[src/rtl/multi_clk_divider.sv]
// -----------------------------------------------------------------------------
// multi_clk_divider
//   N independent clock-divider channels running from the 100 MHz system clock.
//   Each channel counts up to its active divide value, raises a one-cycle tick
//   at terminal count and drives slowClk either as a 50% square wave (mode 0)
//   or as a pulse that mirrors tick (mode 1). New divide values are written
//   into a per-channel shadow register and only copied into the active value
//   at a period boundary (terminal count, sync or disable). This keeps every
//   output period whole.
//
// Ports
//   clk100Mhz  in   1       system clock, rising edge
//   rst_n      in   1       asynchronous active-low reset
//   enable     in   NUM_CH  per-channel run enable (0 = held idle, outputs low)
//   mode       in   NUM_CH  per-channel output mode: 0 = square, 1 = pulse
//   sync       in   1       restart every channel in phase
//   load       in   1       write load_val into the shadow of channel load_ch
//   load_ch    in   CH_W    target channel; values >= NUM_CH are ignored
//   load_val   in   CNT_W   new divide value (0 stalls the channel once applied)
//   pending    out  NUM_CH  shadow written but not yet active
//   tick       out  NUM_CH  one-cycle pulse per terminal count
//   slowClk    out  NUM_CH  divided clock output
// -----------------------------------------------------------------------------
module multi_clk_divider #(
  parameter  int unsigned NUM_CH      = 4,
  parameter  int unsigned CNT_W       = 28,
  parameter  int unsigned DEFAULT_DIV = 1,
  localparam int unsigned CH_W        = (NUM_CH > 1) ? $clog2(NUM_CH) : 1
) (
  input  logic              clk100Mhz,
  input  logic              rst_n,
  input  logic [NUM_CH-1:0] enable,
  input  logic [NUM_CH-1:0] mode,
  input  logic              sync,
  input  logic              load,
  input  logic [CH_W-1:0]   load_ch,
  input  logic [CNT_W-1:0]  load_val,
  output logic [NUM_CH-1:0] pending,
  output logic [NUM_CH-1:0] tick,
  output logic [NUM_CH-1:0] slowClk
);

  for (genvar c = 0; c < NUM_CH; c++) begin : g_ch
    logic [CNT_W-1:0] counter;
    logic [CNT_W-1:0] active;
    logic [CNT_W-1:0] shadow;
    logic             pend_q;
    logic             tick_q;
    logic             slow_q;
    logic             load_hit;
    logic             idle;
    logic             terminal;
    logic             apply;

    // Only channels that exist can match, so out-of-range load_ch is dropped.
    assign load_hit = load && (load_ch == CH_W'(c));
    assign idle     = sync || !enable[c];
    // A zero divide value never reaches terminal; the channel simply stalls.
    assign terminal = (active != '0) && (counter == active - CNT_W'(1));
    // Shadow is copied at any period boundary; a load on that same edge lands
    // in the shadow afterwards and waits for the following boundary.
    assign apply    = pend_q && (idle || terminal);

    always_ff @(posedge clk100Mhz or negedge rst_n) begin
      if (!rst_n) begin
        counter <= '0;
        active  <= CNT_W'(DEFAULT_DIV);
        shadow  <= CNT_W'(DEFAULT_DIV);
        pend_q  <= 1'b0;
        tick_q  <= 1'b0;
        slow_q  <= 1'b0;
      end else begin
        if (idle || active == '0) begin
          counter <= '0;
          tick_q  <= 1'b0;
          slow_q  <= 1'b0;
        end else if (terminal) begin
          counter <= '0;
          tick_q  <= 1'b1;
          slow_q  <= mode[c] ? 1'b1 : ~slow_q;
        end else begin
          counter <= counter + CNT_W'(1);
          tick_q  <= 1'b0;
          if (mode[c]) begin
            slow_q <= 1'b0;
          end
        end

        if (apply) begin
          active <= shadow;
        end

        if (load_hit) begin
          shadow <= load_val;
          pend_q <= 1'b1;
        end else if (apply) begin
          pend_q <= 1'b0;
        end
      end
    end

    assign pending[c] = pend_q;
    assign tick[c]    = tick_q;
    assign slowClk[c] = slow_q;
  end

endmodule

[config.mk]
export PLATFORM = sky130hd
export DESIGN_NAME = multi_clk_divider
export DESIGN_NICKNAME = d
export VERILOG_FILES = /design/src/rtl/multi_clk_divider.sv
export SDC_FILE = /design/constraint.sdc
export NUM_CORES = 1
export LEC_CHECK = 0
export ABC_AREA = 1
export BUFFER_PORTS_ARGS = -buffer_cell sky130_fd_sc_hd__clkbuf_2
export CORE_MARGIN = 4
export CORE_UTILIZATION = 50
export CTS_CLUSTER_DIAMETER = 120
export CTS_CLUSTER_SIZE = 10
export DETAILED_ROUTE_END_ITERATION = 7
export GPL_ROUTABILITY_DRIVEN = 0
export GPL_TIMING_DRIVEN = 0
export PLACE_DENSITY = 0.63
export SLEW_MARGIN = 10
export SYNTH_ARGS = -nofsm -noshare
export SYNTH_HDL_FRONTEND = slang
export SYNTH_SLANG_ARGS = --single-unit
export TNS_END_PERCENT = 50
[constraint.sdc]
create_clock -name clk100Mhz -period 6.6 [get_ports clk100Mhz]
set_clock_uncertainty 0.05 [all_clocks]
set_input_delay 1.65 -clock clk100Mhz [delete_from_list [all_inputs] [get_ports clk100Mhz]]
set_output_delay 1.65 -clock clk100Mhz [all_outputs]
set_load 0.005 [all_outputs]
==> results.cfg <==
[run_status]
status = complete, no violations

[yosys]
yosys.area_share.simple_pct = 36.6
muxShareOfSynthArea_pct = 0
synth.top_cell.area_share_pct = 40.8
synth_xor_area_share_pct = 8.28
yosysSeqAreaShare_pct = 41.9
synth_edf_count = 0
yosysWarnings = 0
yosysUniqueCellTypes = 49
netlist_instances = 2875
synthesis.nets = 2925
synth-async-reset-ratio_pct = 100
synth_compound_gate_area_share_pct = 5.18
syn_area_mm2 = 0.0208
synthTopCellsByArea = dfrtp_1 (41%), nand2_1 (15%), nor2_1 (7.0%), nand3_1 (6.4%), xor2_1 (5.9%)
synth_ff_type = dfrtp_1
synth_top_area_cell = dfrtp_1
synthAdderAreaFrac_pct = 0.481
ys_seq_elements = 348
synth_top_family_by_area = simple AND/OR/NAND/NOR gates
synth_area_per_cell_um2 = 7.25

[clock_network]
clkTransAtPathRegs_ns = 0.06
cts_max_level = 2
cts_tree = done
cts_inserted_buffers = 40
postCtsSetupBuffers = 0
cts_resized = 0
root_buffer = clkbuf_16
clkLatencyLatePin_ns = 0.57
cts_max_path_buffers = 3
ctsHoldBuffers = 0
cts.sinks = 348

[critical_path]
worst-path-buf-inv = 2
slowest_stage = dfrtp_1
arrival_ns = 1.30
cp_max_fo = 4
regToRegSetupSlack_ns = 3.62
path_class = flip-flop to output port
end_kind = output port
start_kind = flip-flop
cp_top_family = flip-flops
path_cells = buf_4, clkbuf_2
max_stage_delay_ns = 0.49
worstPathRequired_ns = 4.90

[timing]
slew-limit-headroom_pct = 44.0
hold_violations = 0
fin_crit_sh_pct = 45.5
tightest_slew_ns = 0.833
setup_viol = 0
fin_crit_ns = 3.00
setup_slack_ns = 3.60
max_freq_ghz = 0.333
rsz0062_at_grt = false
slew_viol_final = 0
fin_tns_setup_ns = 0

[drt]
wl_um = 56700
drt-initial-drc-count = 1454
avgRoutedWirePerCell_um = 16.0
vias = 18660
drt_drc_violations_left = 0
antenna_left = 0
via_per_inst = 5.28
firstDrtPassIters = 6

[cells_and_area]
final_nets = 3023
design_area_mm2 = 0.0230
synthToLayoutAreaGrowth_pct = 10.5
drive_above_1_share_pct = 8.40
antenna_cells = 0

[flow_run]
maxCapViolCount = 0

[placed_design]
dp_slack_ns = 2.95
dpl_cell_area_mm2 = 0.0219
port_buffers = 53
place_hpwl_um = 43300

[worst_hold_path]
hp-class = flip-flop to flip-flop

[global_routing]
antenna_found_initial = 2
grt_pass1_wl_um = 93600
grt_max_degree = 105
grt_overflow = 0
grt_pass1_vias = 18107
track_usage_pct = 25.7

[die]
dieWidth_um = 212
rows = 74
dieArea_mm2 = 0.0450
die-height_um = 212
num_io_pins = 54
initial_core_util_pct = 50.8
core_area_mm2 = 0.0410

[power_and_ir_drop]
power.density_mw_per_mm2 = 296
power_leakage_nw = 11.2
peakVddDrop_v = 0.000174
[synthesized netlist by cell type (2+ instances only)]
cell type  instances
nand2_2           12
dfrtp_1          340
o21bai_1           4
nand4_1           52
nor3_1            67
inv_2              5
buf_2             17
or2_2             12
nor2_4            11
xnor2_1           57
a21oi_1           31
buf_4             19
o21ai_0          143
nand3_2           14
nor2_2            27
ha_1               8
o21ai_1            6
clkbuf_1          41
xor2_1           140
a31oi_1            9
dfstp_2            8
inv_1            275
nor3b_1            4
nor4_1            13
nand2_4            6
nor3_2             3
nand3_1          266
nor2_1           387
nand3b_1          13
buf_6             11
o21bai_4           2
and3_1             4
nand2_1          852
[final timing paths]
kind / from / end / depth (start not counted)
max in group asynchronous: rst_n / g_ch[0].active[0] / 2
max: g_ch[2].pend_q / pending[2] / 2
min: g_ch[0].active[1] / g_ch[0].active[1] / 2
min reg2reg: g_ch[0].active[1] / g_ch[0].active[1] / 2
max reg2reg: g_ch[0].active[0] / g_ch[0].counter[24] / 15
min in group asynchronous: rst_n / g_ch[3].counter[7] / 1
[layer usage]
layer | share of wire, % | global-route usage [%] | vias up
met5 | 0 | 0 | -
met4 | 3.0 | 7.87 | 0
met3 | 5.7 | 4.18 | 112
met2 | 45 | 41.5 | 468
met1 | 46 | 35.8 | 8747
li1 | - | - | 9333
[area by class of cell]
class / count / area, um^2
clock inverter: 2 / 17.5
buffer: 90 / 524
multi-input combinational: 2157 / 10500
clock buffer: 68 / 1140
sequential: 348 / 8720
timing repair buffer: 56 / 357
tap: 532 / 666
inverter: 280 / 1050
fill: 3972 / 18000
[layout by cell type (no fill, tap or decap), drive strengths merged, types with 9 or more instances in the layout]
cell    synthesis  final
or2            14     14
xor2          140    140
buf            49     52
xnor2          57     57
nand3b         13     13
nor2          426    426
a31oi           9      9
dfrtp         340    340
nor3           70     70
nand2         870    870
nand4          52     52
o21ai         149    149
a21oi          31     31
inv           280    282
nor4           13     13
nand3         281    281
clkbuf         41    162
[stage by stage]
step / util (%) / total power, mW / hold WS [ns] / cells
2_1_floorplan: - / 4.21 / 0.392 / 2875
3_3_place_gp: 53.1 / 4.72 / 0.411 / 3460
3_5_place_dp: 53.3 / 4.76 / 0.413 / 3463
4_1_cts: 56.1 / 6.84 / 0.426 / 3533
5_1_grt: 56.1 / 7.29 / 0.448 / 3533
6_report: 56.1 / 6.80 / 0.422 / 3533
[tightest hold or removal path, stage by stage (launching register included)]
cell,delay (ns)
dfrtp_1,0.34
nand2_1,0.05
nand2_1,0.05
[report_power, final]
part	total [mW]	internal, mW	switching (mW)
Sequential	2.77	2.42	0.353
Clock	2.05	1.17	0.884
Combinational	1.98	0.692	1.29
[logic make-up after synthesis]
group	count (synthesis)
buffers and inverters	370
AOI/OAI and AO/OA	202
xor gates and xnor gates	197
adders and majority gates	8
DFF	348
and+or+nand+nor	1750
[state kept, by name, indices dropped and copies added, names as in the netlist]
signal and cells:
g_ch.tick_q 4, g_ch.active 112, g_ch.pend_q 4, g_ch.shadow 112, g_ch.slow_q 4, g_ch.counter 112
No activity file was read; power rests on OpenSTA's default activity.
